File: src/rtl/sum_cla_pipe.sv
// sum_cla_pipe: pipelined carry-lookahead adder/subtractor, one BLOCK-bit CLA per stage
// Define SUM_CLA_PIPE_SAT_EN to add the sat input and signed saturation of the result.
module sum_cla_pipe #(
    parameter int WIDTH = 16,
    parameter int BLOCK = 4
) (
    input  logic             clk,
    input  logic             reset,
    input  logic             in_valid,
    output logic             in_ready,
    input  logic [WIDTH-1:0] a,
    input  logic [WIDTH-1:0] b,
    input  logic             c_in,
    input  logic             sub,
`ifdef SUM_CLA_PIPE_SAT_EN
    input  logic             sat,
`endif
    output logic             out_valid,
    input  logic             out_ready,
    output logic [WIDTH-1:0] s,
    output logic             c_out,
    output logic             ovf
);
    localparam int NBLK = WIDTH / BLOCK;

    // Two-level lookahead: each carry is an OR of generate terms gated by propagate prefixes.
    function automatic logic [BLOCK:0] cla(input logic [BLOCK-1:0] g, input logic [BLOCK-1:0] p, input logic ci);
        logic [BLOCK:0] c;
        logic pp;
        c = '0;
        c[0] = ci;
        for (int i = 0; i < BLOCK; i++) begin
            pp = p[i];
            c[i+1] = g[i];
            for (int j = i - 1; j >= 0; j--) begin
                c[i+1] = c[i+1] | (pp & g[j]);
                pp = pp & p[j];
            end
            c[i+1] = c[i+1] | (pp & ci);
        end
        return c;
    endfunction

    logic [NBLK-1:0]  vld;
    logic [WIDTH-1:0] ra [NBLK];
    logic [WIDTH-1:0] rb [NBLK];
    logic [WIDTH-1:0] rs [NBLK];
    logic             rc [NBLK];
    logic             rov;
    logic [WIDTH-1:0] xa [NBLK];
    logic [WIDTH-1:0] xb [NBLK];
    logic [WIDTH-1:0] xs [NBLK];
    logic [WIDTH-1:0] ns [NBLK];
    logic             xc [NBLK];
    logic             nc [NBLK];
    logic             cm;
    logic             ov;
    logic [WIDTH-1:0] s_last;
    logic             en;

    assign en        = !out_valid || out_ready;
    assign in_ready  = en && !reset;
    assign out_valid = vld[NBLK-1];
    assign s         = rs[NBLK-1];
    assign c_out     = rc[NBLK-1];
    assign ovf       = rov;
    assign ov        = cm ^ nc[NBLK-1];

    // Operands and partial sums ride along with each stage; stage k only fills its own block.
    always_comb begin
        logic [BLOCK-1:0] g;
        logic [BLOCK-1:0] p;
        logic [BLOCK:0]   c;
        xa[0] = a;
        xb[0] = sub ? ~b : b;
        xc[0] = sub | c_in;
        xs[0] = '0;
        for (int k = 1; k < NBLK; k++) begin
            xa[k] = ra[k-1];
            xb[k] = rb[k-1];
            xc[k] = rc[k-1];
            xs[k] = rs[k-1];
        end
        cm = 1'b0;
        for (int k = 0; k < NBLK; k++) begin
            g = xa[k][k*BLOCK +: BLOCK] & xb[k][k*BLOCK +: BLOCK];
            p = xa[k][k*BLOCK +: BLOCK] ^ xb[k][k*BLOCK +: BLOCK];
            c = cla(g, p, xc[k]);
            ns[k] = xs[k];
            ns[k][k*BLOCK +: BLOCK] = p ^ c[BLOCK-1:0];
            nc[k] = c[BLOCK];
            if (k == NBLK - 1)
                cm = c[BLOCK-1];
        end
    end

`ifdef SUM_CLA_PIPE_SAT_EN
    logic rsat [NBLK];
    logic xsat [NBLK];

    always_comb begin
        xsat[0] = sat;
        for (int k = 1; k < NBLK; k++)
            xsat[k] = rsat[k-1];
    end

    // Wrapped MSB of 1 on overflow means the true result was too positive.
    assign s_last = (xsat[NBLK-1] && ov) ? {~ns[NBLK-1][WIDTH-1], {(WIDTH-1){ns[NBLK-1][WIDTH-1]}}} : ns[NBLK-1];

    always_ff @(posedge clk) begin
        if (reset) begin
            for (int k = 0; k < NBLK; k++)
                rsat[k] <= 1'b0;
        end else if (en) begin
            for (int k = 0; k < NBLK; k++)
                rsat[k] <= xsat[k];
        end
    end
`else
    assign s_last = ns[NBLK-1];
`endif

    always_ff @(posedge clk) begin
        if (reset) begin
            vld <= '0;
            rov <= 1'b0;
            for (int k = 0; k < NBLK; k++) begin
                ra[k] <= '0;
                rb[k] <= '0;
                rs[k] <= '0;
                rc[k] <= 1'b0;
            end
        end else if (en) begin
            vld[0] <= in_valid;
            for (int k = 1; k < NBLK; k++)
                vld[k] <= vld[k-1];
            rov <= ov;
            for (int k = 0; k < NBLK; k++) begin
                ra[k] <= xa[k];
                rb[k] <= xb[k];
                rs[k] <= (k == NBLK - 1) ? s_last : ns[k];
                rc[k] <= nc[k];
            end
        end
    end
endmodule

File: config.mk
export PLATFORM = sky130hd
export DESIGN_NAME = sum_cla_pipe
export DESIGN_NICKNAME = d
export VERILOG_FILES = /design/src/rtl/sum_cla_pipe.sv
export SDC_FILE = /design/constraint.sdc
export NUM_CORES = 1
export LEC_CHECK = 0
export CAP_MARGIN = 10
export CORE_MARGIN = 3
export CORE_UTILIZATION = 55
export DETAILED_ROUTE_END_ITERATION = 8
export PLACE_DENSITY_LB_ADDON = 0.12
export SKIP_CTS_REPAIR_TIMING = 1
export SYNTH_ARGS = -nofsm -noshare
export SYNTH_HDL_FRONTEND = slang
export SYNTH_SLANG_ARGS = --single-unit
File: constraint.sdc
create_clock -name clk -period 4 [get_ports clk]
set_input_delay 0.8 -clock clk [delete_from_list [all_inputs] [get_ports clk]]
set_output_delay 0.8 -clock clk [all_outputs]
set_load 0.02 [all_outputs]
### After elaboration in Yosys (flattened, before gate mapping)

Memories as Yosys holds them, arrays and structs flattened.
Index checks and enable logic that the tools add are counted.

* register bits after elaboration: 5
* RAM bits: 196
* word-level logic and storage cells: 167
* memories: 4

* mux-type cells: 22
* bitwise operators: 135
* reductions and logical operators: 4

Memory list
* ra: words 4, width 16, rd ports 3, clocked after Yosys merged registers in 0, write ports 4, RTL line 45 `logic [WIDTH-1:0] ra [NBLK];`
* rb: words 4, width 16, rd ports 3, clocked after Yosys merged registers in 0, write ports 4, RTL line 46 `logic [WIDTH-1:0] rb [NBLK];`
* rs: words 4, width 16, rd ports 4, clocked after Yosys merged registers in 0, write ports 4, RTL line 47 `logic [WIDTH-1:0] rs [NBLK];`
* rc: words 4, width 1, rd ports 4, clocked after Yosys merged registers in 0, write ports 4, RTL line 48 `logic rc [NBLK];`

Operator list (count)
* 2-to-1 mux 16 bit: 13
* AND 1 bit: 64
* OR 1 bit: 57
* XOR 4 bit: 8
* AND 4 bit: 4
* inverter 16 bit: 1
* 2-to-1 mux 1 bit: 9
* zero test 1 bit: 2
* logical AND 1 bit: 1
* logical OR 1 bit: 1
* XOR 1 bit: 1

### Longest topological paths before layout

Gate-level depths: netlist of the first run.

* word-level depth: 9
* gate-level depth with buffers: 7

### Worst setup path after synthesis of the first run

Ideal clock, no wire load.

* kind: input-to-reg
* start: in out_ready
* end: mem ra[0][10] (enable)
* arrival: 2.868 ns
* slack: 0.686 ns
* stages: 4
* cells stage by stage: nand2b_4 > buf_6 > nor2_2 > inv_1

RTL lines
* start, declared: RTL line 19 `input logic out_ready,`
* end, declared: RTL line 45

### Final worst setup path of the first run

* start: in out_ready
* end: out in_ready

* word-level cells in the longest chain between the ends: 2

Ends and longest elaborated chain
* logical OR 1 bit: RTL line 61 `assign en = !out_valid || out_ready;`
* logical AND 1 bit: RTL line 62 `assign in_ready = en && !reset;`
* end, declared: RTL line 10 `output logic in_ready,`

Every way passes these cells.

==> flow_summary_export.csv, run 1 <==
group,metric,value,unit
status,status,"complete, no violations",
yosys,synth_seq_area_share,64.9,%
route,wirelength,6880,µm
power_and_ir_drop,power.density,392,mW/mm²
global_route,antenna_found_initial,0,
final_layout,layout.cells.non_filler,472,
worst_setup_path,critPathCaptureType,"output pin",
die,die_w,95.6,µm
route,firstDrtPassIters,5,
sta,holdWs,477,ps
flow_run,maxCapViolations,0,
yosys,synthDistinctLibCells,40,
placement,portBuffers,57,
yosys,synthesis.area,0.00441,mm²
final_layout,final_cell_mix,"edfxtp_1 (92), and3_1 (63), clkdlybuf4s50_1 (57), nor2_1 (22), ha_1 (18)",
sta,relSlewSlack,59.1,%
clocking,root_buffer,"clkbuf_8",
placement,gp_congestion,0.834,
final_layout,final_common_cell,"edfxtp_1",
die,die_area,0.00913,mm²
global_route,grtUsageTotal,15.8,%
worst_setup_path,arrival,2300,ps
route,vias,2532,
yosys,synth_area_leaders,"edfxtp_1 (63%), and3_1 (8.9%), ha_1 (5.1%)",
final_layout,synthToLayoutAreaGrowth,18.6,%
die,core_area,0.00777,mm²
die,rows,32,
yosys,avgSynthCellArea,14.1,µm²
yosys,ys_async_sr_fraction,0,%
worst_setup_path,cp_max_fo,10,
global_route,overflow,0,
sta,fin_tns_setup,0,ps
final_layout,drive_gt1_share,8.11,%
final_layout,fin_nets,425,
yosys,syn_nets,372,
final_layout,final_util,67.4,%
die,chipHeight,95.6,µm
die,initial_core_util,56.8,%
sta,tightest_slew,613,ps
final_layout,n_antenna_cell,0,
clocking,cts.path.max_buffers,2,
die,pin_count,58,
yosys,synth_edf_count,92,
clocking,cts.sinks,97,
yosys,synth_ff_type,"edfxtp_1",
clocking,numCtsBuffers,9,
yosys,yosys_warnings,0,
power_and_ir_drop,cellLeakagePower,2.35,nW
route,detail-route-antenna-nets,0,
global_route,grt_max_degree,93,
sta,timing.fmax,323,MHz
final_layout,final_area,0.00523,mm²
sta,min_period,3100,ps
clocking,cts_tree,"yes",
sta,fin_worst_skew,12.5,ps
global_route,grt_pass1_wl,11100,µm
clocking,insertion_delay,350,ps
yosys,yosys.area.top_type_share,62.6,%
route,first_iter_violations,137,
yosys,ys_ff_latch,97,
placement,placed_cells,456,
power_and_ir_drop,ir_drop,0.000187,V
worst_setup_path,worstSetupPathType,"primary input to output pin",
sta,hold_viol_final,0,
placement,hpwl,4250,µm
sta,setup_ws,900,ps
route,drcViolationCount,0,
clocking,cts.reportedPaths.clkPinSlew,90,ps
sta,grt_setup_unrepaired,"false",
clocking,htreeDepth,3,
yosys,syn_inst,312,
route,avgViaCountPerCell,5.36,
sta,slew_violations,0,
placement,dp_slack,887,ps
yosys,synth_top_area_cell,"edfxtp_1",
worst_setup_path,critPathLaunchType,"primary input",
sta,timing.final.crit_share,77.5,%
sta,setup_viol,0,
min_path,min_path_type,"register to register",
global_route,grt_pass1_vias,2357,
power_and_ir_drop,p_total,2.05,mW
placement,placed_area,0.00503,mm²
route,wl_per_cell,14.6,µm
worst_setup_path,crit_required,3200,ps
sequential cells by signal, indices dropped and copies added, names as in the netlist:
register / cells
rs: 40
vld: 4
ra: 24
ovf: 1
rc: 4
rb: 24
metal layers:
layer  wire length (µm)  track usage, %  up-vias
li1                   -               -     1260
met1               3230            22.5     1194
met2               3270            24.0       68
met3                272            3.31       10
met4                107            5.69        0
met5                  0               0        -
where the power goes:
part	internal, mW	switching, mW	leakage (nW)	total [mW]
combinational	0.120	0.107	1.11	0.228
clock	0.305	0.313	0.0993	0.619
sequential	1.18	0.0202	1.13	1.20
total	1.61	0.441	2.35	2.05
cell type report:
type	instances	area, µm²
clock buffers	11	141
clock inverters	5	56.3
fillers	568	2530
inverters	12	46.3
multi-input cells	183	1380
flip-flops and latches	97	2860
well taps	102	128
repair buffers	62	621
cell usage after synthesis, types with 2 or more instances:
library cell	number
buf_2	3
nor3_1	2
inv_1	10
nand2_1	2
clkbuf_2	6
mux2i_1	4
o21ba_2	2
fa_1	4
o2bb2ai_1	5
and3_1	63
xnor2_1	13
nor2_1	22
a21oi_1	2
a211o_1	3
dfxtp_1	5
buf_4	3
a211oi_1	2
inv_2	2
o211ai_1	2
o21a_1	2
a21o_1	5
ha_1	18
a22o_1	3
nand3b_1	3
xor2_1	7
edfxtp_1	92
nand3_1	7
o21ai_0	2
buf_6	4
clkbuf_1	4
worst paths after layout:
path	startpoint	end	slack, ps	cells after the start
setup reg to reg	vld[3]	rb[0][5]	2050	5
hold / removal	vld[2]	vld[3]	480	1
hold reg to reg	vld[2]	vld[3]	480	1
setup / recovery	out_ready	in_ready	900	5
cell families after synthesis:
| logic type | after synthesis | share of synthesized area (%) |
|---|---|---|
| DFF | 97 | 64.9 |
| muxes | 4 | 0.907 |
| and+or+nand+nor | 104 | 13.5 |
| adders and majority gates | 22 | 6.92 |
| buffers and inverters | 32 | 3.91 |
| AOI/OAI and AO/OA | 33 | 5.95 |
| xor gates and xnor gates | 20 | 3.97 |
worst max-delay path, stage by stage:
cell and delay, ps:
clkdlybuf4s50_1 480, nand2b_4 120, nand2_1 80, inv_2 180, clkdlybuf4s50_1 650
Power figures use the tool's default switching activity.
==> inputs of run 2 (changes only) <==
CORE_UTILIZATION = 50   (was 55)
clock period = 2.7 ns   (was 4 ns; I/O delays follow)
==> run 2 against run 1 <==
  * Register-to-register slack lost 1000 ps
  * Final cell count grew 1.5%
  * Clock skew shrank 1.3 ps
  * Critical path type unchanged
==> flow_summary_export.csv, run 2 (same netlist as run 1, synthesis figures left out) <==
group,metric,value,unit
status,status,"complete, no violations",
worst_setup_path,crit_chain,"clkdlybuf4s50_1 -> nand2b_4 -> nand2_1 -> inv_2 -> clkdlybuf4s50_1",
worst_setup_path,crit_required,2160,ps
min_path,hold_depth,1,
placement,gp_congestion,0.772,
route,wl_per_cell,15.0,µm
worst_setup_path,cpMostUsedCell,"clkdlybuf4s50_1",
power_and_ir_drop,ir_drop,0.000312,V
sta,timing.final.crit_share,89.8,%
worst_setup_path,cpPeakStageDelay,600,ps
final_layout,n_antenna_cell,0,
placement,portBuffers,57,
worst_setup_path,critPathLaunchType,"primary input",
global_route,grt_pass1_wl,12000,µm
die,chipHeight,99.9,µm
final_layout,fillers,632,
route,vias,2554,
route,firstDrtPassIters,4,
worst_setup_path,critical_path_buf_inv_count,3,
global_route,grtUsageTotal,15.3,%
route,wirelength,7210,µm
die,initial_core_util,52.6,%
sta,setup_viol,0,
clocking,insertion_delay,350,ps
final_layout,largest_register_ffs,40,
die,pin_count,58,
min_path,min_path_type,"register to register",
sta,grt_setup_unrepaired,"false",
final_layout,regMostFlops,"rs",
die,die_w,99.9,µm
worst_setup_path,crit_family,"buffers and inverters",
power_and_ir_drop,power.density,587,mW/mm²
global_route,grt_max_degree,74,
clocking,cts.reportedPaths.clkPinSlew,90,ps
route,first_iter_violations,98,
die,die_area,0.00999,mm²
flow_run,maxCapViolations,0,
die,rows,33,
clocking,cts.sinks,97,
min_path,min_to,"vld[0]",
sta,slew_violations,0,
final_layout,final_cell_mix,"edfxtp_1 (92), and3_1 (63), clkdlybuf4s50_1 (57), nor2_1 (22), ha_1 (18)",
worst_setup_path,crit_slowest_cell,"clkdlybuf4s50_1",
global_route,overflow,0,
sta,min_period,2420,ps
sta,relSlewSlack,61.7,%
final_layout,final_common_cell,"edfxtp_1",
power_and_ir_drop,cellLeakagePower,2.38,nW
final_layout,final_util,63.2,%
sta,hold_viol_final,0,
worst_setup_path,arrival,1880,ps
sta,fin_tns_setup,0,ps
worst_setup_path,cp_max_fo,2,
die,core_area,0.00838,mm²
worst_setup_path,reg2reg_slack,1030,ps
placement,hpwl,4560,µm
route,detail-route-antenna-nets,0,
worst_setup_path,critPathCaptureType,"output pin",
sta,timing.fmax,412,MHz
final_layout,drive_gt1_share,8.56,%
min_path,hp-start,"vld[0]",
route,drcViolationCount,0,
clocking,cts.path.max_buffers,2,
worst_setup_path,regToRegStartpoint,"rb[0][4]",
worst_setup_path,worstSetupPathType,"primary input to output pin",
final_layout,reg_top3,"rs x40, ra x24, rb x24",
final_layout,fin_nets,429,
clocking,root_buffer,"clkbuf_8",
global_route,grt_pass1_vias,2641,
route,avgViaCountPerCell,5.33,
clocking,htreeDepth,3,
final_layout,synthToLayoutAreaGrowth,20.0,%
sta,tightest_slew,575,ps
worst_setup_path,regToRegEndpoint,"rs[0][23]",
global_route,antenna_found_initial,0,
worst_setup_path,cp.depth,5,
clocking,numCtsBuffers,9,
worst_setup_path,reg2regPathDepth,4,
sta,fin_worst_skew,11.3,ps
clocking,cts_tree,"yes",
[run 2: cell types whose count changed in the layout (fill, tap and decap cells not counted)]
cell / delta
buf_12: +1
buf_4: +3
bufinv_16: +1
clkbuf_1: -1
clkbuf_8: -1
clkinv_1: +3
clkinv_2: -2
nor2_2: -1
nor2_4: +1
[run 2: power by group]
part           internal (mW)  switching (mW)  total, mW
registers               1.75          0.0293       1.78
clock network          0.513           0.475      0.988
logic                  0.182           0.161      0.342
total                   2.45           0.665       3.11
[run 2: final cells by class]
cell class              instances  area, µm²  share of cell area [%]
clock buffers                   9        124                    2.34
clock inverters                 7       85.1                    1.61
inverters                      12       48.8                   0.921
multi-input cells             183       1380                    26.1
flip-flops and latches         97       2860                    54.0
well taps                     105        131                    2.48
repair buffers                 66        663                    12.5
[run 2: worst max-delay path by stage]
stage	start	to	slack, ps
finish	out_ready	in_ready	280
global route	reset	in_ready	230
CTS	out_ready	in_ready	270
detailed placement	sub	rs[0][3]	160
global placement	sub	rs[0][3]	250
floorplan	out_ready	ra[0][10]	8
[run 2: per-layer routing]
layer  global-route usage (%)  up-vias  share of wire [%]
li1                         -     1273                  -
met1                     19.1     1218                 46
met2                     25.4       52                 48
met3                     4.17       11                4.3
met4                     6.20        0                1.7
met5                        0        -                  0
[run 2: through the flow]
stage / hold WS (ps) / setup slack (ps) / cell area [µm²] / cells / total power [mW]
after floorplan: 427 / 8.32 / 4420 / 312 / 2.02
after detailed placement: 462 / 162 / 5090 / 463 / 2.16
after global routing: 519 / 231 / 5300 / 479 / 3.25
after CTS: 485 / 266 / 5300 / 479 / 3.14
after global placement: 446 / 250 / 5090 / 463 / 2.14
final: 488 / 276 / 5300 / 479 / 3.11
[run 2: worst register-to-register path, cell delays in order, from the launching register on]
cell	delay, ps
edfxtp_1	430
ha_1	340
a211o_1	330
a21oi_2	190
mux2i_1	220
==> inputs of run 3 (changes only) <==
CORE_UTILIZATION = 55   (was 50)
clock period = 2.95 ns   (was 2.7 ns; I/O delays follow)
==> run 3 against run 2 <==
  * Die area fell by 8.6%
  * Critical path type unchanged
  * Flip-flop and latch count did not move
  * Routed wire length fell by 4.0%
  * Register-to-register slack improved by 250 ps
  * Worst setup slack improved by 120 ps
  * Core utilization rose by 4.7 points
==> flow_summary_export.csv, run 3 (same netlist as run 1, synthesis figures left out) <==
group,metric,value,unit
status,status,"complete, no violations",
sta,grt_setup_unrepaired,"false",
final_layout,final_area,0.00528,mm²
power_and_ir_drop,power.density,544,mW/mm²
placement,placed_cells,459,
sta,tightest_slew,609,ps
route,avgViaCountPerCell,5.31,
die,core_area,0.00777,mm²
die,chipHeight,95.6,µm
clocking,cts.reportedPaths.clkPinSlew,100,ps
min_path,hp-start,"vld[2]",
final_layout,reg_top3,"rs x40, ra x24, rb x24",
sta,timing.fmax,392,MHz
route,wl_per_cell,14.6,µm
min_path,min_path_type,"register to register",
route,firstDrtPassIters,4,
clocking,htreeDepth,3,
global_route,overflow,0,
final_layout,synthToLayoutAreaGrowth,19.6,%
sta,relSlewSlack,59.4,%
final_layout,largest_register_ffs,40,
worst_setup_path,reg2regPathDepth,4,
worst_setup_path,cp_max_fo,3,
final_layout,n_antenna_cell,0,
placement,placed_area,0.00506,mm²
clocking,cts.sinks,97,
die,die_area,0.00913,mm²
global_route,grt_pass1_vias,2321,
global_route,grt_max_degree,74,
placement,dp_slack,398,ps
clocking,cts_tree,"yes",
sta,setup_viol,0,
worst_setup_path,reg2reg_slack,1280,ps
route,wirelength,6920,µm
worst_setup_path,regToRegEndpoint,"rs[0][43]",
final_layout,final_common_cell,"edfxtp_1",
clocking,insertion_delay,360,ps
die,initial_core_util,56.8,%
global_route,antenna_found_initial,0,
sta,setup_ws,398,ps
clocking,root_buffer,"clkbuf_8",
route,first_iter_violations,163,
min_path,min_to,"vld[3]",
final_layout,final_cell_mix,"edfxtp_1 (92), and3_1 (63), clkdlybuf4s50_1 (57), nor2_1 (22), ha_1 (18)",
worst_setup_path,critPathLaunchType,"primary input",
global_route,grtUsageTotal,16.3,%
final_layout,layout.cells.non_filler,475,
sta,holdWs,479,ps
sta,timing.final.crit_share,86.5,%
power_and_ir_drop,p_total,2.87,mW
sta,hold_viol_final,0,
route,vias,2522,
power_and_ir_drop,cellLeakagePower,2.37,nW
clocking,numCtsBuffers,9,
placement,hpwl,4280,µm
final_layout,final_util,67.9,%
sta,fin_worst_skew,13.2,ps
sta,fin_tns_setup,0,ps
worst_setup_path,crit_required,2360,ps
final_layout,fin_nets,428,
die,pin_count,58,
placement,gp_congestion,0.846,
global_route,grt_pass1_wl,11200,µm
die,rows,32,
worst_setup_path,worstSetupPathType,"primary input to output pin",
flow_run,maxCapViolations,0,
worst_setup_path,critPathCaptureType,"output pin",
route,detail-route-antenna-nets,0,
final_layout,drive_gt1_share,9.12,%
worst_setup_path,arrival,1960,ps
clocking,cts.path.max_buffers,2,
final_layout,regMostFlops,"rs",
sta,slew_violations,0,
placement,portBuffers,57,
die,die_w,95.6,µm
worst_setup_path,regToRegStartpoint,"rb[0][24]",
min_path,hold_depth,1,
power_and_ir_drop,ir_drop,0.000246,V
route,drcViolationCount,0,
worst_setup_path,setup.worst_path.start,"out_ready",
sta,min_period,2550,ps
## run 3: worst max path at each step
stage	slack (ps)	end
after floorplan	120	ra[0][10]
after detailed placement	400	in_ready
final	400	in_ready
after global routing	350	in_ready
after global placement	410	in_ready
after CTS	390	in_ready
## run 3: layout make-up
type                       instances  area, µm²
tap                              102        128
sequential                        97       2860
timing repair buffer              65        643
clock inverter                     7       93.8
clock buffer                       9        124
inverter                          12       48.8
fill                             562       2490
multi-input combinational        183       1380
## run 3: layer usage
| metal | routed length (µm) | GRT usage (%) | vias up | part of all wire, % |
|---|---|---|---|---|
| li1 | - | - | 1270 | - |
| met4 | 152 | 7.11 | 0 | 2.2 |
| met5 | 0 | 0 | - | 0 |
| met3 | 304 | 4.34 | 16 | 4.4 |
| met1 | 3310 | 23.6 | 1177 | 48 |
| met2 | 3160 | 23.1 | 59 | 46 |
## run 3: worst max-delay path: stages
cell             delay, ps
clkdlybuf4s50_1        490
nand2b_4               150
nand2_1                 80
inv_2                   60
clkdlybuf4s50_1        590
## run 3: power breakdown
part           total (mW)  internal (mW)  switching, mW  leakage, nW
clock               0.932          0.477          0.455        0.106
combinational       0.308          0.165          0.143         1.13
sequential           1.63           1.60         0.0274         1.13
